==> src/rtl/fp_pkg.sv <==
// Shared constants and helpers for the RISC5 floating-point unit.
// Used by both the shift-add multiplier and the restoring divider.
package fp_pkg;

    localparam int          EXP_BIAS   = 127;
    localparam int          DIV_ITER   = 26;
    localparam logic [4:0]  DIV_DONE   = 5'(DIV_ITER + 1);
    localparam logic [31:0] FLUSH_ZERO = 32'h0000_0000;
    localparam logic [7:0]  SAT_EXP    = 8'hFF;

    typedef enum logic [1:0] {
        PH_LOAD,
        PH_ITER,
        PH_HOLD
    } div_phase_t;

    // Step 0 loads the operands, steps 1..26 iterate, and DONE holds the result.
    function automatic div_phase_t div_phase(input logic [4:0] s);
        if (s == 5'd0)
            return PH_LOAD;
        else if (s == DIV_DONE)
            return PH_HOLD;
        else
            return PH_ITER;
    endfunction

endpackage

==> src/rtl/fp_pack.sv <==
// Packs a sign, an unbounded exponent and a rounded fraction into a single-precision word.
// Forced-zero has priority over saturation; out-of-range exponents saturate or flush to zero.
module fp_pack
    import fp_pkg::*;
(
    input  logic        sign,
    input  logic [9:0]  expo,
    input  logic [22:0] frac,
    input  logic        zero,
    input  logic        sat,
    output logic [31:0] z
);

    always_comb begin
        if (zero)
            z = FLUSH_ZERO;
        else if (sat || ($signed(expo) >= 10'sd255))
            z = {sign, SAT_EXP, 23'h0};
        else if ($signed(expo) <= 10'sd0)
            z = FLUSH_ZERO;
        else
            z = {sign, expo[7:0], frac};
    end

endmodule

==> src/rtl/fp_divider.sv <==
// Multi-cycle single-precision divider z = x / y using restoring division, one quotient bit per enabled clock.
// It shares the run/stall handshake with the multiplier, so x and y are held stable while stall is high.
module fp_divider
    import fp_pkg::*;
(
    input  logic        clk,
    input  logic        rst,
    input  logic        ce,
    input  logic        run,
    input  logic [31:0] x,
    input  logic [31:0] y,
    output logic        stall,
    output logic [31:0] z
);

    logic [4:0]  s, s_next;
    logic [24:0] r, r_next;
    logic [25:0] q, q_next;
    logic [25:0] d;
    logic [23:0] xm, ym;
    logic [7:0]  xe, ye;
    logic        sign;
    logic [9:0]  e1;
    logic [22:0] mant_src;
    logic        rnd_bit;
    logic [22:0] frac;

    assign xm   = {1'b1, x[22:0]};
    assign ym   = {1'b1, y[22:0]};
    assign xe   = x[30:23];
    assign ye   = y[30:23];
    assign sign = x[31] ^ y[31];

    always_ff @(posedge clk) begin
        if (rst) begin
            s <= 5'd0;
            r <= 25'd0;
            q <= 26'd0;
        end else if (ce) begin
            s <= s_next;
            r <= r_next;
            q <= q_next;
        end
    end

    // The remainder stays below 2*ym, so a non-negative difference always fits after the shift.
    always_comb begin
        d      = {1'b0, r} - {2'b00, ym};
        s_next = 5'd0;
        r_next = r;
        q_next = q;
        if (run)
            s_next = (s == DIV_DONE) ? DIV_DONE : s + 5'd1;
        case (div_phase(s))
            PH_LOAD: begin
                r_next = {1'b0, xm};
                q_next = 26'd0;
            end
            PH_ITER: begin
                r_next = d[25] ? (r << 1) : (d[24:0] << 1);
                q_next = {q[24:0], ~d[25]};
            end
            default: begin
                r_next = r;
                q_next = q;
            end
        endcase
    end

    always_comb begin
        stall = run & (s != DIV_DONE);
    end

    // Round half up by adding the bit just below the kept fraction; the quotient range prevents a carry-out.
    assign mant_src = q[25] ? q[24:2] : q[23:1];
    assign rnd_bit  = q[25] ? q[1] : q[0];
    assign frac     = mant_src + {22'd0, rnd_bit};
    assign e1       = {2'b00, xe} - {2'b00, ye} + 10'(EXP_BIAS - 1) + {9'd0, q[25]};

    fp_pack u_pack (
        .sign (sign),
        .expo (e1),
        .frac (frac),
        .zero (xe == 8'd0),
        .sat  (ye == 8'd0),
        .z    (z)
    );

endmodule

==> config.mk <==
export PLATFORM = sky130hd
export DESIGN_NAME = fp_divider
export DESIGN_NICKNAME = d
export VERILOG_FILES = /design/src/rtl/fp_pkg.sv /design/src/rtl/fp_pack.sv /design/src/rtl/fp_divider.sv
export SDC_FILE = /design/constraint.sdc
export NUM_CORES = 1
export LEC_CHECK = 0
export BUFFER_PORTS_ARGS = -buffer_cell sky130_fd_sc_hd__clkbuf_2
export CORE_ASPECT_RATIO = 0.75
export CORE_MARGIN = 2
export CORE_UTILIZATION = 50
export CTS_CLUSTER_DIAMETER = 40
export CTS_CLUSTER_SIZE = 12
export DETAILED_ROUTE_END_ITERATION = 8
export PLACE_DENSITY = 0.72
export SYNTH_ARGS = -nofsm -noshare
export SYNTH_HDL_FRONTEND = slang
export SYNTH_SLANG_ARGS = --single-unit
export TNS_END_PERCENT = 20
==> constraint.sdc <==
create_clock -name clk -period 11.2 [get_ports clk]
set_input_delay 1.12 -clock clk [delete_from_list [all_inputs] [get_ports clk]]
set_output_delay 1.12 -clock clk [all_outputs]
set_load 0.01 [all_outputs]
==> results of run 1 <==
[power by group through the flow]
| stage | Clock, mW | Combinational, mW | Sequential [mW] |
|---|---|---|---|
| 2_1_floorplan | 0 | 0.216 | 0.216 |
| 3_3_place_gp | 0 | 0.281 | 0.217 |
| 3_5_place_dp | 0 | 0.282 | 0.217 |
| 4_1_cts | 0.172 | 0.284 | 0.213 |
| 5_1_grt | 0.179 | 0.315 | 0.214 |
| 6_report | 0.169 | 0.288 | 0.213 |
[stage by stage]
step	cell area [um2]	utilization [%]	hold slack [ns]
after floorplan	6300	-	0.432
after global placement	6850	55.6	0.449
after detailed placement	6850	55.6	0.452
after CTS	7000	56.9	0.464
after global routing	7000	56.9	0.503
final	7000	56.9	0.464
[cell usage after synthesis (6+ instances only)]
| library cell | count | area [um2] |
|---|---|---|
| o21a_1 | 10 | 75.1 |
| buf_1 | 6 | 22.5 |
| nand2_1 | 86 | 323 |
| inv_1 | 60 | 225 |
| a21oi_1 | 75 | 375 |
| xor2_1 | 14 | 123 |
| o211ai_1 | 17 | 128 |
| nor2_1 | 67 | 251 |
| nor4_1 | 13 | 81.3 |
| ha_1 | 37 | 463 |
| a221oi_1 | 16 | 140 |
| a211oi_1 | 18 | 135 |
| xnor2_1 | 26 | 228 |
| nor2b_1 | 13 | 81.3 |
| nor3_1 | 29 | 145 |
| a31oi_1 | 9 | 56.3 |
| nand2b_1 | 6 | 37.5 |
| mux2_1 | 14 | 158 |
| clkbuf_1 | 42 | 158 |
| nand3_1 | 48 | 240 |
| and2_1 | 16 | 100 |
| a21o_1 | 15 | 113 |
| o21ai_1 | 15 | 75.1 |
| mux2i_1 | 20 | 200 |
| a211oi_2 | 11 | 138 |
| dfxtp_1 | 56 | 1120 |
| o21ai_0 | 21 | 105 |
| a311oi_1 | 7 | 61.3 |
[cells by family (layout without fill, tap and decap cells)]
group,after synthesis,in the layout
XOR/XNOR,41,41
multiplexers,38,38
adder cells (fa/ha/maj),39,39
flip-flops,56,56
buffers and inverters,115,175
AO/OA/AOI/OAI,263,263
AND/OR/NAND/NOR,315,315
[routing by layer]
| metal | global-route usage [%] | up-vias |
|---|---|---|
| met5 | 0 | - |
| met4 | 4.09 | 0 |
| met3 | 3.80 | 10 |
| met2 | 34.3 | 196 |
| met1 | 37.9 | 2983 |
| li1 | - | 3316 |
[sequential cells by signal, summed over array words and instances (netlist names)]
signal,count
s,5
r,25
q,26
[cell type report]
type	instances	share of cell area [%]
Multi-Input combinational cell	696	67.7
Sequential cell	56	16.0
Timing Repair Buffer	107	7.90
Inverter	60	3.22
Tap cell	166	2.97
Clock buffer	5	1.79
Clock inverter	3	0.393
[worst paths after layout]
kind,start,end,cells past startpoint
min reg2reg,r[0]$_SDFFE_PP0P_,r[0]$_SDFFE_PP0P_,2
max reg2reg,r[10]$_SDFFE_PP0P_,r[19]$_SDFFE_PP0P_,10
max,x[23],z[27],15
min,r[0]$_SDFFE_PP0P_,r[0]$_SDFFE_PP0P_,2
[worst register-to-register path, delay by kind of cell (launching register included)]
kind | cells | cell delay, ns
AOI/OAI and AO/OA | 8 | 2.42
adders and majority gates | 1 | 0.37
DFF | 1 | 0.33
buffers and inverters | 1 | 0.29
==> run_results.csv, run 1 <==
group,metric,value,unit
min_path,hold_class,"reg2reg",
finish,multi_input_area,4740,um2
worst_setup_path,crit_type,"in2out",
detailed_routing,drtIter0Drc,587,
sta,fin_skew,0.00536,ns
global_route,antenna_found_initial,0,
detailed_routing,drc,0,
power_and_ir_drop,swShare,40.1,%
power_and_ir_drop,peakVddDrop,0.0646,mV
finish,final_cell_mix,"clkbuf_2, nand2_1, a21oi_1, nor2_1, inv_1",
detailed_routing,vias_per_cell,5.95,
detailed_routing,wl_per_cell,15.1,um
worst_setup_path,slowest_stage,"a2111oi_4",
worst_setup_path,worst-path-buf-inv,6,
detailed_routing,dr.pass1.iters,5,
synth,synth_top_family_by_area,"compound AO/OA/AOI/OAI gates",
finish,mostFrequentLayoutCell,"clkbuf_2",
floorplan,initial_core_util,51.2,%
power_and_ir_drop,seq_power_share,31.8,%
worst_setup_path,crit_required,10.08,ns
status,status,"finished clean",
synth,synth_edf_count,0,
synth,syn-num-nets,974,
synth,synth_compound_area_share,30.1,%
floorplan,boundaryPins,101,
clocking,postCtsSetupRepairBufs,0,
clocking,cts_sinks,56,
clocking,cts_resized,0,
worst_setup_path,critPathTopFamily,"compound AO/OA/AOI/OAI gates",
global_route,overflow,0,
sta,fmax,171,MHz
finish,antenna_cells,0,
placed_design,port_buffers,100,
synth,synthFlopType,"dfxtp_1",
sta,min_period,5.84,ns
finish,layout-drive-gt1-share,16.2,%
clocking,cts_buffers,5,
global_route,first_global_vias,5585,
power_and_ir_drop,internal-power,401,uW
synth,ys_types,75,
clocking,cts_tree,"done",
power_and_ir_drop,switchingPower,269,uW
global_route,grt_max_degree,57,
run,max_cap_viol_count,0,
synth,synthAdderAreaFrac,7.98,%
finish,fill_cells,1205,
clocking,cts_hold_buffers,0,
worst_setup_path,cp-start-kind,"primary input",
synth,yosys-mux-area-fraction,6.40,%
detailed_routing,wl_met1,8670,um
power_and_ir_drop,pwr_density_cell,95.7,nW/um2
worst_setup_path,critPathMaxStageDelay,0.73,ns
sta,slew_viol_final,0,
worst_setup_path,crit_top_cell,"inv_1",
power_and_ir_drop,p_comb_share,43.0,%
synth,syn-cell-area,6300,um2
clocking,clk_latency,0.31,ns
synth,syn_inst,867,
floorplan,rows,35,
floorplan,die_x,134,um
detailed_routing,wl_met2,6720,um
detailed_routing,routed_wl,16500,um
worst_setup_path,reg2reg_slack,7.69,ns
finish,seq_area,1120,um2
power_and_ir_drop,power_frac_clock,25.2,%
placed_design,post-dp-hpwl,12300,um
synth,yosys.area_share.xor_xnor,5.82,%
global_route,grt_first_pass_wirelength,27300,um
synth,yosysSeqAreaShare,17.8,%
synth,ys_ff_latch,56,
clocking,root_buffer,"clkbuf_16",
detailed_routing,topRoutingLayerUsed,"met4",
finish,area_delta_synth_final,11.1,%
synth,syn_area_per_cell,7.27,um2
floorplan,core,12300,um2
placed_design,routabilityCongestion,0.899,
synth,synth-async-reset-ratio,0,%
finish,fin_cells,1093,
power_and_ir_drop,leakage,2.82,nW
detailed_routing,vias,6505,
sta,slew_headroom,28.5,%
detailed_routing,dr_wl_met3,984,um
placed_design,placedCellCount,1085,
worst_setup_path,critical_path.cell_chain,"clkbuf_2 > inv_1 > ha_1 > inv_1 > fa_1 > inv_1 > ha_1 > inv_1 > nor2_1 > o2111ai_2 > o21a_4 > a2111oi_4 > o21a_1 > o221ai_1 > clkbuf_2",
floorplan,die_y,101,um
sta,grt_setup_unrepaired,"no",
clocking,htree_levels,2,
worst_setup_path,cp.arrival,4.72,ns
sta,fin_setup_tns,0,ns
worst_setup_path,end_kind,"primary output",
sta,setup_ws,5.36,ns
sta,tightest_slew,1.07,ns
synth,synth-simple-area-share,24.7,%
sta,hold_viol,0,
clocking,cts.path.max_buffers,2,
finish,fin_nets,1033,
global_route,track_usage,24.0,%
synth,yosysWarnings,0,
power_and_ir_drop,total_power,670,uW
placed_design,place_ws,5.44,ns
worst_setup_path,path_max_fanout,10,
detailed_routing,antenna_left,0,
sta,finalCritPeriodShare,52.1,%
clocking,clkTransAtPathRegs,0.08,ns
sta,setup_viol,0,
floorplan,dieArea,13500,um2
No activity file was read; power rests on OpenSTA's default activity.
==> inputs of run 2 (changes only) <==
Settings changed: ABC_AREA set to 1.
Clock period 11.2 ns to 6.1 ns, I/O delays scaled along.
==> run_results.csv, run 2 <==
group,metric,value,unit
detailed_routing,drtIter0Drc,402,
sta,fin_skew,0.00737,ns
global_route,grt_first_pass_wirelength,25500,um
worst_setup_path,cp.arrival,3.39,ns
clocking,postCtsSetupRepairBufs,0,
floorplan,dieArea,12500,um2
placed_design,placed_area,6320,um2
sta,grt_setup_unrepaired,"no",
global_route,first_global_vias,5586,
finish,layout-drive-gt1-share,16.7,%
synth,yosysWarnings,0,
placed_design,routabilityCongestion,0.920,
floorplan,rows,34,
synth,synth-async-reset-ratio,0,%
finish,finish.utilization,56.4,%
floorplan,die_y,97.4,um
placed_design,post-dp-hpwl,11100,um
sta,setup_ws,2.10,ns
synth,syn_inst,968,
placed_design,placedCellCount,1184,
global_route,grt_max_degree,56,
global_route,track_usage,24.0,%
finish,fin_cells,1192,
detailed_routing,antenna_left,0,
finish,largestRegisters,"q: 26 flops, r: 25 flops, s: 5 flops",
finish,largest_reg_flops,26,
sta,finalHoldWorstSlack,0.485,ns
worst_setup_path,end_kind,"primary output",
power_and_ir_drop,total_power,1.13,mW
clocking,cts_resized,0,
run,max_cap_viol_count,0,
synth,ys_ff_latch,56,
power_and_ir_drop,leakage,2.93,nW
synth,ys_types,47,
synth,synthFlopType,"dfxtp_1",
sta,tightest_slew,1.26,ns
sta,min_period,4.00,ns
worst_setup_path,crit_required,5.49,ns
synth,synth_top_area_share,19.3,%
detailed_routing,routed_wl,14400,um
finish,final_cell_mix,"nand2_1, inv_1, a21oi_1, clkbuf_2, o21ai_0",
placed_design,port_buffers,100,
finish,regMostFlops,"q",
clocking,cts_tree,"done",
floorplan,die_x,129,um
sta,setup_viol,0,
sta,fin_setup_tns,0,ns
synth,synth_commonest_cells,"nand2_1, inv_1, a21oi_1",
worst_setup_path,cp-start-kind,"register",
finish,fin_nets,1154,
synth,synth_edf_count,0,
floorplan,boundaryPins,101,
finish,final_cell_area,6480,um2
floorplan,core,11500,um2
detailed_routing,dr.pass1.iters,5,
power_and_ir_drop,pwr_density_cell,175,nW/um2
clocking,htree_levels,2,
clocking,cts.path.max_buffers,2,
worst_setup_path,crit_type,"reg2out",
detailed_routing,vias,6234,
clocking,cts_buffers,5,
synth,yosysMostFrequentCell,"nand2_1",
sta,finalCritPeriodShare,65.6,%
global_route,antenna_found_initial,0,
floorplan,initial_core_util,50.6,%
sta,slew_headroom,15.8,%
sta,hold_viol,0,
detailed_routing,wl_per_cell,12.1,um
worst_setup_path,path_max_fanout,39,
global_route,overflow,0,
clocking,clk_latency,0.30,ns
synth,syn_area_per_cell,6.01,um2
clocking,cts_sinks,56,
synth,yosysSeqAreaShare,19.3,%
sta,fmax,250,MHz
power_and_ir_drop,peakVddDrop,0.113,mV
synth,syn-cell-area,5820,um2
finish,area_delta_synth_final,11.4,%
placed_design,place_ws,2.17,ns
sta,slew_viol_final,0,
min_path,hold_class,"reg2reg",
clocking,cts_hold_buffers,0,
synth,syn-num-nets,1075,
clocking,root_buffer,"clkbuf_16",
synth,yosysTopAreaCell,"dfxtp_1",
clocking,clkTransAtPathRegs,0.08,ns
finish,mostFrequentLayoutCell,"nand2_1",
status,status,"finished clean",
detailed_routing,vias_per_cell,5.23,
finish,antenna_cells,0,
synth,yosys-top-cells-area,"dfxtp_1, nand2_1, a21oi_1",
detailed_routing,drc,0,
==> run 2: cell count changes after synthesis, moves of 18 or more <==
cell / delta
nand2_1: +129
inv_1: +74
a21oi_1: +56
o21ai_0: +56
clkbuf_1: -25
nand3_1: +25
nor2_2: +24
mux2i_1: -19
xnor2_1: -18
==> run 2: area by class of cell <==
class | instances | area [um2]
well taps | 144 | 180
multi-input cells | 743 | 3980
inverters | 137 | 514
fillers | 1218 | 5010
clock inverters | 3 | 27.5
clock buffers | 5 | 125
flip-flops and latches | 56 | 1120
repair buffers | 104 | 531
==> run 2: worst paths after layout <==
path                       from           endpoint  slack, ns  cells past startpoint
max reg2reg   s[0]$_SDFFE_PP0P_  r[8]$_SDFFE_PP0P_       2.59                      9
max          q[25]$_SDFFE_PP0P_               z[1]       2.10                     16
min           q[3]$_SDFFE_PP0P_  q[3]$_SDFFE_PP0P_       0.48                      2
min reg2reg   q[3]$_SDFFE_PP0P_  q[3]$_SDFFE_PP0P_       0.48                      2
==> run 2: where the power goes <==
part	internal, mW	switching, mW	total (mW)
clock	0.156	0.148	0.304
combinational	0.156	0.281	0.437
sequential	0.380	0.0112	0.391
==> run 2: layer usage <==
metal,track usage (%),routed length (um)
met1,37.6,7970
met2,35.5,5610
met3,3.41,763
met4,3.51,108
met5,0,0
==> run 2: logic make-up after synthesis <==
group | Yosys count | synth area share, %
simple gates | 449 | 35.4
xor+xnor | 17 | 2.56
fa+ha+maj | 39 | 8.65
flops | 56 | 19.3
mux | 1 | 0.172
buf+inv | 169 | 12.3
compound gates | 237 | 21.6
==> run 2: worst max-delay path: stages (launching register included) <==
cell	delay [ns]
dfxtp_1	1.05
ha_1	0.28
inv_1	0.06
ha_1	0.19
inv_1	0.06
a21oi_2	0.04
nor2_1	0.16
nand3_1	0.10
nor2_1	0.12
nand3_1	0.08
nor2_1	0.13
nand3_2	0.17
nand2_2	0.11
inv_2	0.05
nand2_4	0.26
nor2_1	0.07
clkbuf_2	0.13
==> inputs of run 3 (changes only) <==
Settings changed: ABC_AREA 1 to 0.
Clock period 6.1 ns to 3.76 ns, I/O delays scaled along.
==> run_results.csv, run 3 (synthesized netlist as in run 1, its figures left out) <==
group,metric,value,unit
status,status,"complete, but fails checks",
status,violations,"negative setup slack",
worst_setup_path,crit_type,"in2out",
sta,finalCritPeriodShare,102,%
floorplan,initial_core_util,51.2,%
power_and_ir_drop,peakVddDrop,0.209,mV
clocking,cts_tree,"done",
finish,largestRegisters,"q: 26 flops, r: 25 flops, s: 5 flops",
placed_design,routabilityCongestion,0.934,
finish,largest_reg_flops,26,
detailed_routing,antenna_left,0,
worst_setup_path,worst-path-buf-inv,6,
floorplan,rows,35,
worst_setup_path,critPathTopFamily,"compound AO/OA/AOI/OAI gates",
floorplan,die_y,101,um
finish,fill_cells,1136,
worst_setup_path,cp-start-kind,"primary input",
sta,grt_setup_unrepaired,"yes",
clocking,cts_hold_buffers,0,
worst_setup_path,cp.arrival,3.46,ns
finish,mostFrequentLayoutCell,"nand2_1",
min_path,hold_class,"in2reg",
sta,fin_setup_tns,-0.145,ns
floorplan,dieArea,13500,um2
global_route,first_global_vias,5901,
sta,tightest_slew,0.957,ns
worst_setup_path,critical_path.cell_chain,"buf_8 > inv_4 > ha_4 > inv_2 > fa_2 > a21o_1 > a21oi_2 > xnor2_2 > o2111ai_4 > o21a_4 > a2111oi_4 > clkbuf_16 > o21ai_4 > clkbuf_16 > a211oi_2 > buf_2",
finish,final_cell_area,7540,um2
worst_setup_path,r2r_start,"r[10]$_SDFFE_PP0P_",
sta,slew_headroom,36.2,%
clocking,clk_latency,0.30,ns
floorplan,core,12300,um2
worst_setup_path,crit_required,3.38,ns
placed_design,place_ws,-0.118,ns
worst_setup_path,ff2ff_path_depth,10,
detailed_routing,routed_wl,17400,um
worst_setup_path,slowest_stage,"a2111oi_4",
worst_setup_path,end_kind,"primary output",
worst_setup_path,crit_top_cell,"clkbuf_16",
power_and_ir_drop,leakage,3.06,nW
floorplan,die_x,134,um
detailed_routing,dr.pass1.iters,5,
detailed_routing,wl_per_cell,15.5,um
global_route,track_usage,25.5,%
sta,fin_skew,0.00649,ns
sta,setup_viol,10,
power_and_ir_drop,pwr_density_cell,285,nW/um2
worst_setup_path,path_max_fanout,7,
worst_setup_path,reg2reg_slack,0.59,ns
global_route,grt_first_pass_wirelength,28900,um
clocking,root_buffer,"clkbuf_16",
detailed_routing,vias_per_cell,5.97,
detailed_routing,vias,6701,
clocking,cts_buffers,5,
sta,slew_viol_final,0,
global_route,antenna_found_initial,0,
sta,hold_viol,0,
sta,fmax,261,MHz
global_route,grt_max_degree,44,
detailed_routing,drtIter0Drc,560,
worst_setup_path,path_depth,16,
finish,fin_nets,1063,
worst_setup_path,reg2reg_to,"r[14]$_SDFFE_PP0P_",
worst_setup_path,crit_end,"z[6]",
finish,layout-drive-gt1-share,22.0,%
detailed_routing,drc,0,
floorplan,boundaryPins,101,
clocking,cts_sinks,56,
clocking,htree_levels,2,
placed_design,post-dp-hpwl,12800,um
finish,regMostFlops,"q",
sta,setup_ws,-0.0788,ns
clocking,clkTransAtPathRegs,0.08,ns
worst_setup_path,startpoint,"x[23]",
finish,area_delta_synth_final,19.7,%
clocking,cts.path.max_buffers,2,
power_and_ir_drop,total_power,2.15,mW
global_route,overflow,0,
placed_design,port_buffers,100,
sta,min_period,3.84,ns
run,max_cap_viol_count,0,
finish,antenna_cells,0,
finish,final_cell_mix,"nand2_1, clkbuf_2, a21oi_1, nor2_1, inv_1",
worst_setup_path,critPathMaxStageDelay,0.41,ns
placed_design,placed_area,7050,um2
==> run 3: cell count changes in the layout (fill, tap and decap cells not counted), sizes merged, moves of 19 or more <==
| cell | previous run | this run |
|---|---|---|
| a21oi | 133 | 76 |
| o21ai | 80 | 37 |
| buf | 4 | 53 |
| inv | 137 | 61 |
| nand2 | 228 | 86 |
| nor2 | 89 | 67 |
| nand3 | 77 | 48 |
| xnor2 | 8 | 27 |
| a211oi | 2 | 30 |
| mux2i | 1 | 20 |
==> run 3: area by class of cell <==
cell class	count	area [um2]	area share, %
repair buffers	137	893	11.8
well taps	166	208	2.75
clock inverters	3	27.5	0.365
flip-flops and latches	56	1120	14.9
clock buffers	5	125	1.66
inverters	60	228	3.02
multi-input cells	696	4940	65.4
==> run 3: power breakdown <==
group	internal [mW]	leakage (nW)	switching (mW)
clock	0.254	0.0719	0.240
combinational	0.435	2.53	0.588
sequential	0.615	0.458	0.0186
==> run 3: through the flow <==
step,utilization [%],hold slack (ns),std cells
3_5_place_dp,57.3,0.448,1104
6_report,61.3,0.319,1123
3_3_place_gp,57.3,0.448,1104
4_1_cts,59.1,0.323,1114
5_1_grt,61.3,0.376,1123
2_1_floorplan,-,0.432,867
==> run 3: repair_timing <==
item	4_1_cts	5_1_grt
setup buffers	2	8
resized for setup	9	53
pin swaps	4	14
setup endpoints to repair	24	32
cloned	0	1
==> run 3: worst min-delay path by stage <==
stage,start,end,cells after the start
after floorplan,r[0]$_SDFFE_PP0P_,r[0]$_SDFFE_PP0P_,2
after global placement,r[0]$_SDFFE_PP0P_,r[0]$_SDFFE_PP0P_,2
after detailed placement,r[0]$_SDFFE_PP0P_,r[0]$_SDFFE_PP0P_,2
after CTS,x[0],r[0]$_SDFFE_PP0P_,3
after global routing,x[0],r[0]$_SDFFE_PP0P_,3
final,x[0],r[0]$_SDFFE_PP0P_,3
==> run 3: per-layer routing <==
metal  GRT usage [%]  share of wire [%]  wire [um]
met5               0                  0          0
met4            2.70               0.60        104
met3            3.85                5.8       1010
met2            37.6                 41       7120
met1            40.1                 53       9210
==> run 3: worst register-to-register path, delay by kind of cell (launching register included) <==
kind                       cells  cell delay, ns
AOI/OAI and AO/OA              6            1.78
and+or+nand+nor                1            0.09
buffers and inverters          1            0.17
muxes                          1            0.32
adders and majority gates      1            0.36
DFF                            1            0.33
